`config.mk`:
```
export PLATFORM = sky130hd
export DESIGN_NAME = pipeline_trace_buffer
export DESIGN_NICKNAME = d
export VERILOG_FILES = /design/src/rtl/pipeline_trace_buffer.sv
export SDC_FILE = /design/constraint.sdc
export NUM_CORES = 1
export LEC_CHECK = 0
export CORE_MARGIN = 10
export CORE_UTILIZATION = 55
export DETAILED_ROUTE_END_ITERATION = 10
export PLACE_DENSITY_LB_ADDON = 0.1
export SYNTH_ARGS = -nofsm -noshare
export SYNTH_HDL_FRONTEND = slang
export SYNTH_SLANG_ARGS = --single-unit
```
`constraint.sdc`:
```
create_clock -name clk -period 9 [get_ports clk]
set_clock_uncertainty 0.1 [all_clocks]
set_input_delay 1.35 -clock clk [delete_from_list [all_inputs] [get_ports clk]]
set_output_delay 1.35 -clock clk [all_outputs]
set_load 0.01 [all_outputs]
```
`src/rtl/pipeline_trace_buffer.sv`:
```
// Circular trace buffer for pipeline-register taps. It captures until a programmable
// number of samples after a halt/trigger, then serves the history oldest-first.
module pipeline_trace_buffer #(
  parameter int DATA_W = 16,
  parameter int NUM_CH = 5,
  parameter int DEPTH  = 16,
  localparam int AW    = $clog2(DEPTH),
  localparam int SW    = NUM_CH * DATA_W
) (
  input  logic          clk,
  input  logic          reset,
  input  logic          arm,
  input  logic          sample_valid,
  input  logic [SW-1:0] sample_data,
  input  logic          stall,
  input  logic          halt,
  input  logic          trig_ext,
  input  logic [AW:0]   post_count,
  input  logic          rd_req,
  input  logic [AW-1:0] rd_addr,
  output logic          rd_valid,
  output logic [SW-1:0] rd_data,
  output logic [1:0]    state,
  output logic          done,
  output logic [AW:0]   sample_count,
  output logic [AW-1:0] trig_pos,
  output logic [15:0]   stall_cycles
);

  typedef enum logic [1:0] {S_IDLE = 2'd0, S_ARMED = 2'd1, S_POST = 2'd2, S_DONE = 2'd3} state_t;

  localparam logic [AW:0]   FULL     = (AW+1)'(DEPTH);
  localparam logic [AW-1:0] MAX_POST = AW'(DEPTH - 1);

  logic [SW-1:0] r_mem [DEPTH];

  state_t        r_state, w_state_nxt;
  logic [AW-1:0] r_wptr, w_wptr_nxt;
  logic [AW:0]   r_count, w_count_nxt;
  logic [AW-1:0] r_remain, w_remain_nxt;
  logic [AW-1:0] r_post, w_post_nxt;
  logic [AW-1:0] r_trig_pos, w_trig_pos_nxt;
  logic [15:0]   r_stall, w_stall_nxt;
  logic          r_done;

  logic          w_capt, w_wr, w_trig;
  logic [AW:0]   w_cnt_inc, w_tp_calc;
  logic [AW-1:0] w_clamp, w_oldest, w_rd_idx;
  logic          w_rd_in;

  logic          r_rd_vld_p1;
  logic [SW-1:0] r_rd_data_p1;

  assign w_capt    = (r_state == S_ARMED) || (r_state == S_POST);
  assign w_wr      = sample_valid & w_capt & ~arm;
  assign w_trig    = sample_valid & (halt | trig_ext) & (r_state == S_ARMED) & ~arm;
  assign w_cnt_inc = (r_count == FULL) ? r_count : r_count + 1'b1;
  assign w_clamp   = (post_count > {1'b0, MAX_POST}) ? MAX_POST : post_count[AW-1:0];

  always_comb begin
    w_state_nxt    = r_state;
    w_wptr_nxt     = r_wptr;
    w_count_nxt    = r_count;
    w_remain_nxt   = r_remain;
    w_post_nxt     = r_post;
    w_trig_pos_nxt = r_trig_pos;
    w_stall_nxt    = r_stall;
    w_tp_calc      = '0;
    if (arm) begin
      w_state_nxt    = S_ARMED;
      w_wptr_nxt     = '0;
      w_count_nxt    = '0;
      w_remain_nxt   = '0;
      w_post_nxt     = '0;
      w_trig_pos_nxt = '0;
      w_stall_nxt    = '0;
    end else begin
      if (w_capt && stall && (r_stall != 16'hFFFF))
        w_stall_nxt = r_stall + 16'd1;
      if (w_wr) begin
        w_wptr_nxt  = r_wptr + 1'b1;
        w_count_nxt = w_cnt_inc;
      end
      case (r_state)
        S_ARMED: begin
          if (w_trig) begin
            w_post_nxt = w_clamp;
            if (w_clamp == '0) begin
              w_state_nxt    = S_DONE;
              w_tp_calc      = w_cnt_inc - 1'b1;
              w_trig_pos_nxt = w_tp_calc[AW-1:0];
            end else begin
              w_state_nxt  = S_POST;
              w_remain_nxt = w_clamp;
            end
          end
        end
        S_POST: begin
          if (w_wr) begin
            w_remain_nxt = r_remain - 1'b1;
            if (r_remain == AW'(1)) begin
              w_state_nxt    = S_DONE;
              w_tp_calc      = w_cnt_inc - 1'b1 - {1'b0, r_post};
              w_trig_pos_nxt = w_tp_calc[AW-1:0];
            end
          end
        end
        default: ;
      endcase
    end
  end

  always_ff @(posedge clk or negedge reset) begin
    if (!reset) begin
      r_state    <= S_IDLE;
      r_wptr     <= '0;
      r_count    <= '0;
      r_remain   <= '0;
      r_post     <= '0;
      r_trig_pos <= '0;
      r_stall    <= '0;
      r_done     <= 1'b0;
    end else begin
      r_state    <= w_state_nxt;
      r_wptr     <= w_wptr_nxt;
      r_count    <= w_count_nxt;
      r_remain   <= w_remain_nxt;
      r_post     <= w_post_nxt;
      r_trig_pos <= w_trig_pos_nxt;
      r_stall    <= w_stall_nxt;
      r_done     <= (w_state_nxt == S_DONE);
    end
  end

  always_ff @(posedge clk) begin
    if (w_wr)
      r_mem[r_wptr] <= sample_data;
  end

  // Read stage: index 0 is the oldest entry, which is wptr once the buffer has wrapped
  assign w_oldest = (r_count == FULL) ? r_wptr : '0;
  assign w_rd_idx = w_oldest + rd_addr;
  assign w_rd_in  = ({1'b0, rd_addr} < r_count);

  always_ff @(posedge clk or negedge reset) begin
    if (!reset) begin
      r_rd_vld_p1  <= 1'b0;
      r_rd_data_p1 <= '0;
    end else if (rd_req && (r_state == S_DONE)) begin
      r_rd_vld_p1  <= 1'b1;
      r_rd_data_p1 <= w_rd_in ? r_mem[w_rd_idx] : '0;
    end else begin
      r_rd_vld_p1  <= 1'b0;
    end
  end

  assign rd_valid     = r_rd_vld_p1;
  assign rd_data      = r_rd_data_p1;
  assign state        = r_state;
  assign done         = r_done;
  assign sample_count = r_count;
  assign trig_pos     = r_trig_pos;
  assign stall_cycles = r_stall;

endmodule
```
-- Word-level counts from Yosys, hierarchy flattened
Memories as Yosys holds them, arrays and structs flattened.
Cells that the tools add are included.
- bits in registers: 121
- RAM bits: 1280
- input bits: 97
- output and inout bits: 109
- word-level logic and storage cells: 85
- memories: 1
- $add $sub $neg: 7
- order comparisons: 2
- equal/unequal tests: 12
- muxes and demuxes: 33
- bitwise operators: 7
- reduce and logical (&&, ||, !) cells: 13
- memory list (name ; depth ; bits a word ; read ports ; clocked after memory_dff ; wr ports ; line ; source):
    r_mem ; 16 ; 80 ; 1 ; 0 ; 1 ; 35 ; logic [SW-1:0] r_mem [DEPTH];
- operators by type and width (cell ; count):
    $mux 80 ; 1
    $mux 4 ; 16
    $mux 16 ; 2
    $add 16x1->16 const B ; 1
    $ne 16x16->1 const B ; 1
    $pmux 4 s2 ; 2
    $mux 5 ; 3
    $ne 3x3->1 const B ; 3
    $mux 2 ; 4
    $reduce_bool 2->1 ; 4
    $sub 4x1->4 const B ; 2
    $eq 2x2->1 const B ; 3
    $ne 3x2->1 const B ; 2
    $add 5x1->5 const B ; 1
    $and 1x1->1 ; 5
    $eq 5x5->1 const B ; 1
    $gt 5x4->1 const B ; 1
    $lt 4x5->1 ; 1
    $reduce_and 5->1 ; 1
    $add 4x1->4 const B ; 1
    $add 4x4->4 ; 1
    $eq 4x1->1 const B ; 1
    $logic_not 4->1 ; 1
    $mux 1 ; 4
    10 further kinds ; 12

-- Depth between registers and ports, before layout
- depth after elaboration: 8
- gate-level depth with buffers: 14
- mapped depth without buffers: 13

-- Worst setup path after synthesis
OpenSTA, ideal clock, no wires.
- kind: in2reg
- start: input arm
- end: memory r_mem[2][0] (netlist bit), enable pin
- library setup time: 0.616 ns
- data arrival time: 7.358 ns
- required time: 8.284 ns
- path slack: 0.926 ns
- stages on the path: 3
- path buffers: 1
- cells stage by stage: clkbuf_1 -> or3b_1 -> nor3_1
- cells in the longest elaborated chain, start to end: 4
- ends and longest elaborated chain (element ; line ; source):
    from (decl) ; 12 ; input logic arm,
    $not 1->1 ; 55 ; assign w_wr = sample_valid & w_capt & ~arm;
    $and 1x1->1 ; 55 ;
    $mux 1 ; 136 ; if (w_wr)
    $mux 1 (not written as such) ; 137 ; r_mem[r_wptr] <= sample_data;
    to (decl) ; 35 ;
Every way passes these cells.

-- Final worst setup path
- start: register r_count[0] (netlist: sample_count[0])
- end: register r_rd_data_p1[74] (netlist: rd_data[74])
- cells in the longest elaborated chain, start to end: 5
- elaborated cells on any way between the ends: 6
- those cells by class: add/sub: 1; order compare: 1; eq/ne: 1; mux: 2; memory: 1
- ends and longest elaborated chain (element ; line ; source):
    from (decl) ; 39 ; logic [AW:0] r_count, w_count_nxt;
    from (signal assigned) ; 126 ; r_count <= w_count_nxt;
    $eq 5x5->1 ; 141 ; assign w_oldest = (r_count == FULL) ? r_wptr : '0;
    $mux 4 ; 141 ;
    $add 4x4->4 ; 142 ; assign w_rd_idx = w_oldest + rd_addr;
    $mem_v2 16x80 ; n/a ;
    $mux 80 * ; 151 ; r_rd_data_p1 <= w_rd_in ? r_mem[w_rd_idx] : '0;
    to (signal assigned) ; 151 ;
    to (decl) ; 52 ; logic [SW-1:0] r_rd_data_p1;
Mark *: on every way between the ends. The rest lies on a longest branch, timed or not.
A chain may end at the register's enable or synchronous reset.

==> impl_metrics.tcl <==
set metrics [dict create \
    setup_viol 0 \
    arrival_ns 5.58 \
    crit_path_max_incr_delay_ns 1.42 \
    p_per_area_nw_per_um2 239.2 \
    cts_buffer_depth 3 \
    rsz0062_at_grt "false" \
    regArea_um2 41460 \
    vias 24730 \
    power_leakage_uw 0.01986 \
    clk_latency_ns 0.74 \
    worst_slew_pin_slew_ns 1.060 \
    grt_pass1_wl_mm 180.5 \
    min_from "rd_data[55]" \
    dpl.hpwl_mm 59.48 \
    synth.distinct_cells 50 \
    whs_ns 0.4052 \
    die_h_um 331.8 \
    seq_area_frac_synth_pct 77.56 \
    busiest_layer "met2" \
    cts.reportedPaths.clkPinSlew_ns 0.06 \
    final-max-slew-violation-count 0 \
    regToRegSetupSlack_ns 3.95 \
    cts_hold_buffers 0 \
    ys_warn_count 0 \
    antenna_found_initial 13 \
    synth_xor_area_share_pct 0.4306 \
    postSynthAreaPerCell_um2 23.59 \
    crit_top_cell "mux4_2" \
    fp-row-count 114 \
    finalHoldViolCount 0 \
    cts_resized 0 \
    synth_compound_area_share_pct 2.017 \
    regToRegEndpoint "rd_data[74]" \
    post_drt_via_cell_ratio 6.297 \
    outcome "finished, final reports clean" \
    drive_gt1_share_pct 24.94 \
    syn_inst 2266 \
    wirelength_mm 122.8 \
    cts.sinks 1401 \
    utilization_pct 63.74 \
    crit_chain "inv_2 > ha_1 > and4bb_1 > and2_1 > ha_4 > fa_4 > buf_12 > mux4_2 > mux4_2 > a22o_1" \
    coreArea_um2 96570 \
    finalSetupTns_ns 0 \
    r2r_cells 10 \
    yosys.area_share.adder_pct 0.5898 \
    place_area_um2 57030 \
    post_cts_buffers 0 \
    die_x_um 331.8 \
    synth_edf_count 1280 \
    nets 2654 \
    dr.pass1.iters 5 \
    numCtsBuffers 142 \
    dieArea_um2 110100 \
    peakVddDrop_uv 179.9 \
    met3_usage_pct 4.863 \
    place_congestion 0.7742 \
    synth-async-reset-ratio_pct 8.637 \
    min_delay_path_depth 1 \
    cp-start-kind "flip-flop" \
    synthMuxAreaShare_pct 16.87 \
    overflow 0 \
    critPathRequiredTime_ns 9.53 \
    synth_simple_gate_area_share_pct 1.371 \
    crit_path_start "sample_count[0]" \
    h-tree-depth 4 \
    final_antenna_net_count 0 \
    fin_crit_sh_pct 56.12 \
    synth-seq-cells 1401 \
    area.growth.synth_to_final_pct 15.13 \
    syn_area_um2 53460 \
    cp-end-kind "flip-flop" \
    fmax_ghz 0.1980 \
    crit_type "flip-flop to flip-flop" \
    period_minus_slack_ns 5.051 \
    hold_end "rd_data[55]" \
    grt_usage_pct 22.35 \
    cts_tree "done" \
    grtUsageMet1_pct 30.43 \
    synthFlopType "edfxtp_1" \
    grt_pass1_vias 26070 \
    design_area_um2 61550 \
    drc 0 \
    use_met2_pct 36.64 \
    synth_top_family_by_area "multiplexers" \
    portBuffers 205 \
    slew_headroom_pct 29.36 \
    slowest_stage "fa_4" \
    syn-num-nets 2387 \
    multiInputGateArea_um2 11480 \
    grt_max_degree 119 \
    drt_first_iter_violations 2565 \
    fin_total_pwr_uw 14720 \
    fillCellCount 6291 \
    cts_root_buffer "clkbuf_16" \
    ios 206 \
    r2r-start "sample_count[0]" \
    crit_fanout 117 \
    hold_class "flip-flop to flip-flop" \
    start_util_pct 55.36 \
    maxCapViolations 0 \
    avgRoutedWirePerCell_um 31.26 \
]
-- stage by stage --
| stage | instances | worst slack, ns |
|---|---|---|
| 6_report | 3927 | 3.949 |
| 5_1_grt | 3926 | 3.801 |
| 4_1_cts | 3926 | 3.953 |
| 3_5_place_dp | 3665 | 3.482 |
| 3_3_place_gp | 3665 | 3.494 |
| 2_1_floorplan | 2266 | 0.9258 |
-- synth_stat cells, types with 2 or more instances --
library cell	number	area, um^2
and4_1	2	17.52
nand2b_1	7	43.79
buf_6	9	101.4
nor2_1	42	157.7
a211o_1	4	35.03
edfxtp_1	1280	38440
nand2_1	18	67.56
a21oi_1	20	100.1
buf_2	26	130.1
o31a_1	2	17.52
ha_1	22	275.3
a221o_1	2	20.02
nor4_1	6	37.54
o21ai_0	6	30.03
or3_1	6	37.54
a21o_1	4	30.03
dfrtp_1	121	3028
clkbuf_1	79	296.5
xnor2_4	2	55.05
and3_1	3	18.77
nor2b_1	3	18.77
nor3b_1	2	15.01
xor2_1	11	96.34
xnor2_1	9	78.83
a22o_1	80	700.7
inv_1	17	63.81
nand4_1	10	62.56
a211oi_1	7	52.55
and2_1	18	112.6
nand3_1	4	20.02
a31oi_1	2	12.51
mux4_2	400	9009
nor3_1	11	55.05
inv_2	2	7.510
or4_1	2	15.01
buf_1	6	22.52
fa_1	2	40.04
o21ai_1	6	30.03
a2111oi_0	2	17.52
-- power by group --
group	switching [uW]	internal [uW]	leakage [uW]	total [uW]
sequential	172	7390	0.0131	7560
combinational	768	708	0.00450	1480
clock	2350	3340	0.00221	5690
total	3290	11400	0.0199	14700
-- critical path: cells and delay by family, from the launching register on --
family / cells / cell delay (ns)
compound gates: 1 / 0.21
fa+ha+maj: 3 / 1.79
buf+inv: 2 / 0.68
flops: 1 / 0.52
mux: 2 / 0.90
simple gates: 2 / 0.57
-- cell type report --
class	instances	share of cell area (%)
repair buffers	243	3.921
clock inverters	58	0.8050
clock buffers	203	6.532
flip-flops and latches	1401	67.37
multi-input cells	726	18.66
diodes	1	0.004066
well taps	1276	2.594
inverters	19	0.1159
-- placed cells by master (no fill, tap or decap), types with 7 or more instances in the layout --
master,instances
a211oi_1,7
a21oi_1,20
a22o_1,80
and2_4,12
buf_4,32
bufinv_16,8
clkbuf_1,44
clkbuf_16,148
clkbuf_8,11
clkdlybuf4s50_1,204
clkinv_1,22
clkinv_2,21
dfrtp_1,121
edfxtp_1,1280
ha_1,21
inv_1,17
mux4_2,400
nand2_1,17
nand2b_1,7
nand4_1,10
nor2_1,40
nor3_1,9
xnor2_1,9
xor2_1,10
-- registers in the layout (all words and copies together), names as in the netlist --
name,count
done,1
r_mem,1280
r_post,4
r_remain,4
r_wptr,4
rd_data,80
rd_valid,1
sample_count,5
stall_cycles,16
state,2
trig_pos,4
-- per-layer routing --
layer / vias up / routed length (um)
met5: - / 123
met2: 934 / 61690
met1: 13350 / 49780
li1: 10220 / -
met4: 20 / 2605
met3: 201 / 8559
-- worst max path at each step --
stage	to	slack [ns]	depth (start not counted)
after floorplan	r_mem[2][0]	0.93	3
after global placement	rd_data[2]	3.49	7
after detailed placement	rd_data[74]	3.48	7
after CTS	rd_data[16]	3.95	10
after global routing	rd_data[2]	3.80	10
final	rd_data[74]	3.95	10
-- cells by family after synthesis --
| family | count (synthesis) |
|---|---|
| XOR/XNOR | 22 |
| multiplexers | 401 |
| flip-flops | 1401 |
| adder cells (fa/ha/maj) | 24 |
| AO/OA/AOI/OAI | 139 |
| buffers and inverters | 139 |
| AND/OR/NAND/NOR | 140 |
Power figures use the tool's default switching activity.
==> RTL edit (same settings) <==
Change the parameter `NUM_CH` from 5 to 4.
--- a/src/rtl/pipeline_trace_buffer.sv
+++ b/src/rtl/pipeline_trace_buffer.sv
@@ -3,5 +3,5 @@
 module pipeline_trace_buffer #(
   parameter int DATA_W = 16,
-  parameter int NUM_CH = 5,
+  parameter int NUM_CH = 4,
   parameter int DEPTH  = 16,
   localparam int AW    = $clog2(DEPTH),
Interface: changed (resized rd_data and sample_data); port bits go from 206 to 174. The function was not compared with the original's and may differ.
==> RTL edit against the original RTL <==
Count of clock-buffer cells in the layout decreased by 56. Via count decreased by 19%. Utilization increased by 0.73 points. Setup slack improved by 0.011 ns. Area after synthesis decreased by 19%. Power decreased by 18%. Cell area decreased by 19%. Routed wire length decreased by 21%. Sequential cell count decreased by 272. Global-route usage decreased by 0.55 points. Maximum frequency increased by 0.23%. Critical path type unchanged. Largest cell class unchanged. Largest power group unchanged.
==> RTL edit: results (changes against the original RTL) <==
Worst Hold End -> rd_data[42]
kind of path behind the tightest hold check -> reg -> reg
Synth Instances -> 1,865 (-18%)
Peak VDD IR -> 0.153 mV (-15%)
Data arrival, critical path -> 5.50 ns (-0.08 ns)
H-tree depth -> 3 (-1)
CTS Buf Count -> 112 (-21%)
Post-synth top cells -> edfxtp_1 (1,024), mux4_2 (320), dfrtp_1 (105), clkbuf_1 (77), a22o_1 (64)
share of synthesized registers carrying an async set or reset -> 9.30% (+0.66 points)
Global Route Usage Sum -> 21.8% (-0.55 points)
Internal -> 9.42 mW (-18%)
Routed WL -> 97.2 mm (-21%)
sequential share of the synthesized area -> 77.2% (-0.40 points)
Reg-to-Reg End -> rd_data[4]
reg2reg setup slack -> 3.96 ns (about the same)
placed cell count -> 3,017 (-18%)
number of flip-flops in the largest register -> 1,024 (-20%)
worst slack at placement -> 3.59 ns (+0.110 ns)
fmax -> 198 MHz (+0.23%)
Hold Startpoint -> rd_data[42]
DP Wirelength -> 47.4 mm (-20%)
Largest stage delay, worst path -> 1.20 ns (-0.22 ns)
RD Place Congestion -> 0.760 (-1.8%)
Placed Area -> 0.0463 mm^2 (-19%)
Crit Path Max Fanout -> 143 (+22%)
first-pass GRT wire length -> 145 mm (-20%)
final setup violation count -> 0 (unchanged)
Area Overhead vs Synth -> 15.8%
number of vias per cell -> 6.23 (-0.99%)
Pleak -> 16.3 nW (-18%)
number of fill cells in the layout -> 5,047 (-20%)
Hold Path Depth -> 1 (unchanged)
clock latency on the worst-skew pair -> 0.68 ns (-0.06 ns)
reg2reg path depth -> 10 (unchanged)
setup bufs post-CTS -> 0 (unchanged)
largest net degree at the start of global routing -> 144 (+21%)
post-synth net total -> 1,970 (-17%)
r2r startpoint -> sample_count[0]
slew at the pin with the worst max-slew slack -> 1.11 ns (+0.0489 ns)
nets -> 2,196 (-17%)
number of synthesized flops with an enable pin -> 1,024 (-20%)
vias in the first global route -> 21,202 (-19%)
share of cells above drive strength 1 -> 25.1% (+0.21 points)
Synth area leaders -> edfxtp_1 (71%), mux4_2 (17%), dfrtp_1 (6.1%), a22o_1 (1.3%), clkbuf_1 (0.67%)
drt initial violations -> 1,930 (-25%)
initial antenna violation count -> 8 (-5)
hold slack -> 0.404 ns (-0.00145 ns)
# port buffers -> 173 (-16%)
wire per inst -> 30.1 um (-3.6%)
status -> finished, final reports clean
==> RTL edit: worst max-delay path by stage <==
stage / startpoint / to / cells after the start
5_1_grt: sample_count[0] / rd_data[2] / 10
2_1_floorplan: arm / r_mem[2][0] / 3
6_report: sample_count[0] / rd_data[4] / 10
3_5_place_dp: rd_addr[0] / rd_data[2] / 7
3_3_place_gp: rd_addr[0] / rd_data[5] / 7
4_1_cts: sample_count[0] / rd_data[62] / 10
==> RTL edit: layout make-up <==
type | instances | share of cell area, %
inverters | 17 | 0.127
well taps | 1040 | 2.60
diodes | 1 | 0.00499
repair buffers | 208 | 4.06
flip-flops and latches | 1129 | 66.6
clock inverters | 63 | 1.51
clock buffers | 147 | 6.10
multi-input cells | 623 | 19.0
==> RTL edit: logic make-up (layout without fill, tap and decap cells) <==
logic type	after synthesis	count (layout)	share of synthesized area, %
other	0	1	0
AO/OA/AOI/OAI	117	117	2.09
multiplexers	321	321	16.7
flip-flops	1129	1129	77.2
adder cells (fa/ha/maj)	24	24	0.729
buffers and inverters	113	435	1.09
AND/OR/NAND/NOR	134	134	1.61
XOR/XNOR	27	27	0.633
==> RTL edit: power groups by stage <==
stage	registers [mW]	clock network (mW)	logic, mW
after floorplan	6.23	0	0.614
after global placement	6.23	0	1.24
after detailed placement	6.23	0	1.27
after CTS	6.13	4.84	1.27
after global routing	6.14	5.06	1.35
final	6.12	4.76	1.25
==> RTL edit: routing by layer <==
metal | part of all wire [%] | global-route usage, % | vias up
met2 | 50 | 35.6 | 719
met1 | 41 | 30.5 | 10881
met4 | 1.7 | 5.42 | 12
li1 | - | - | 8377
met3 | 7.0 | 4.00 | 135
met5 | 0.086 | 0 | -
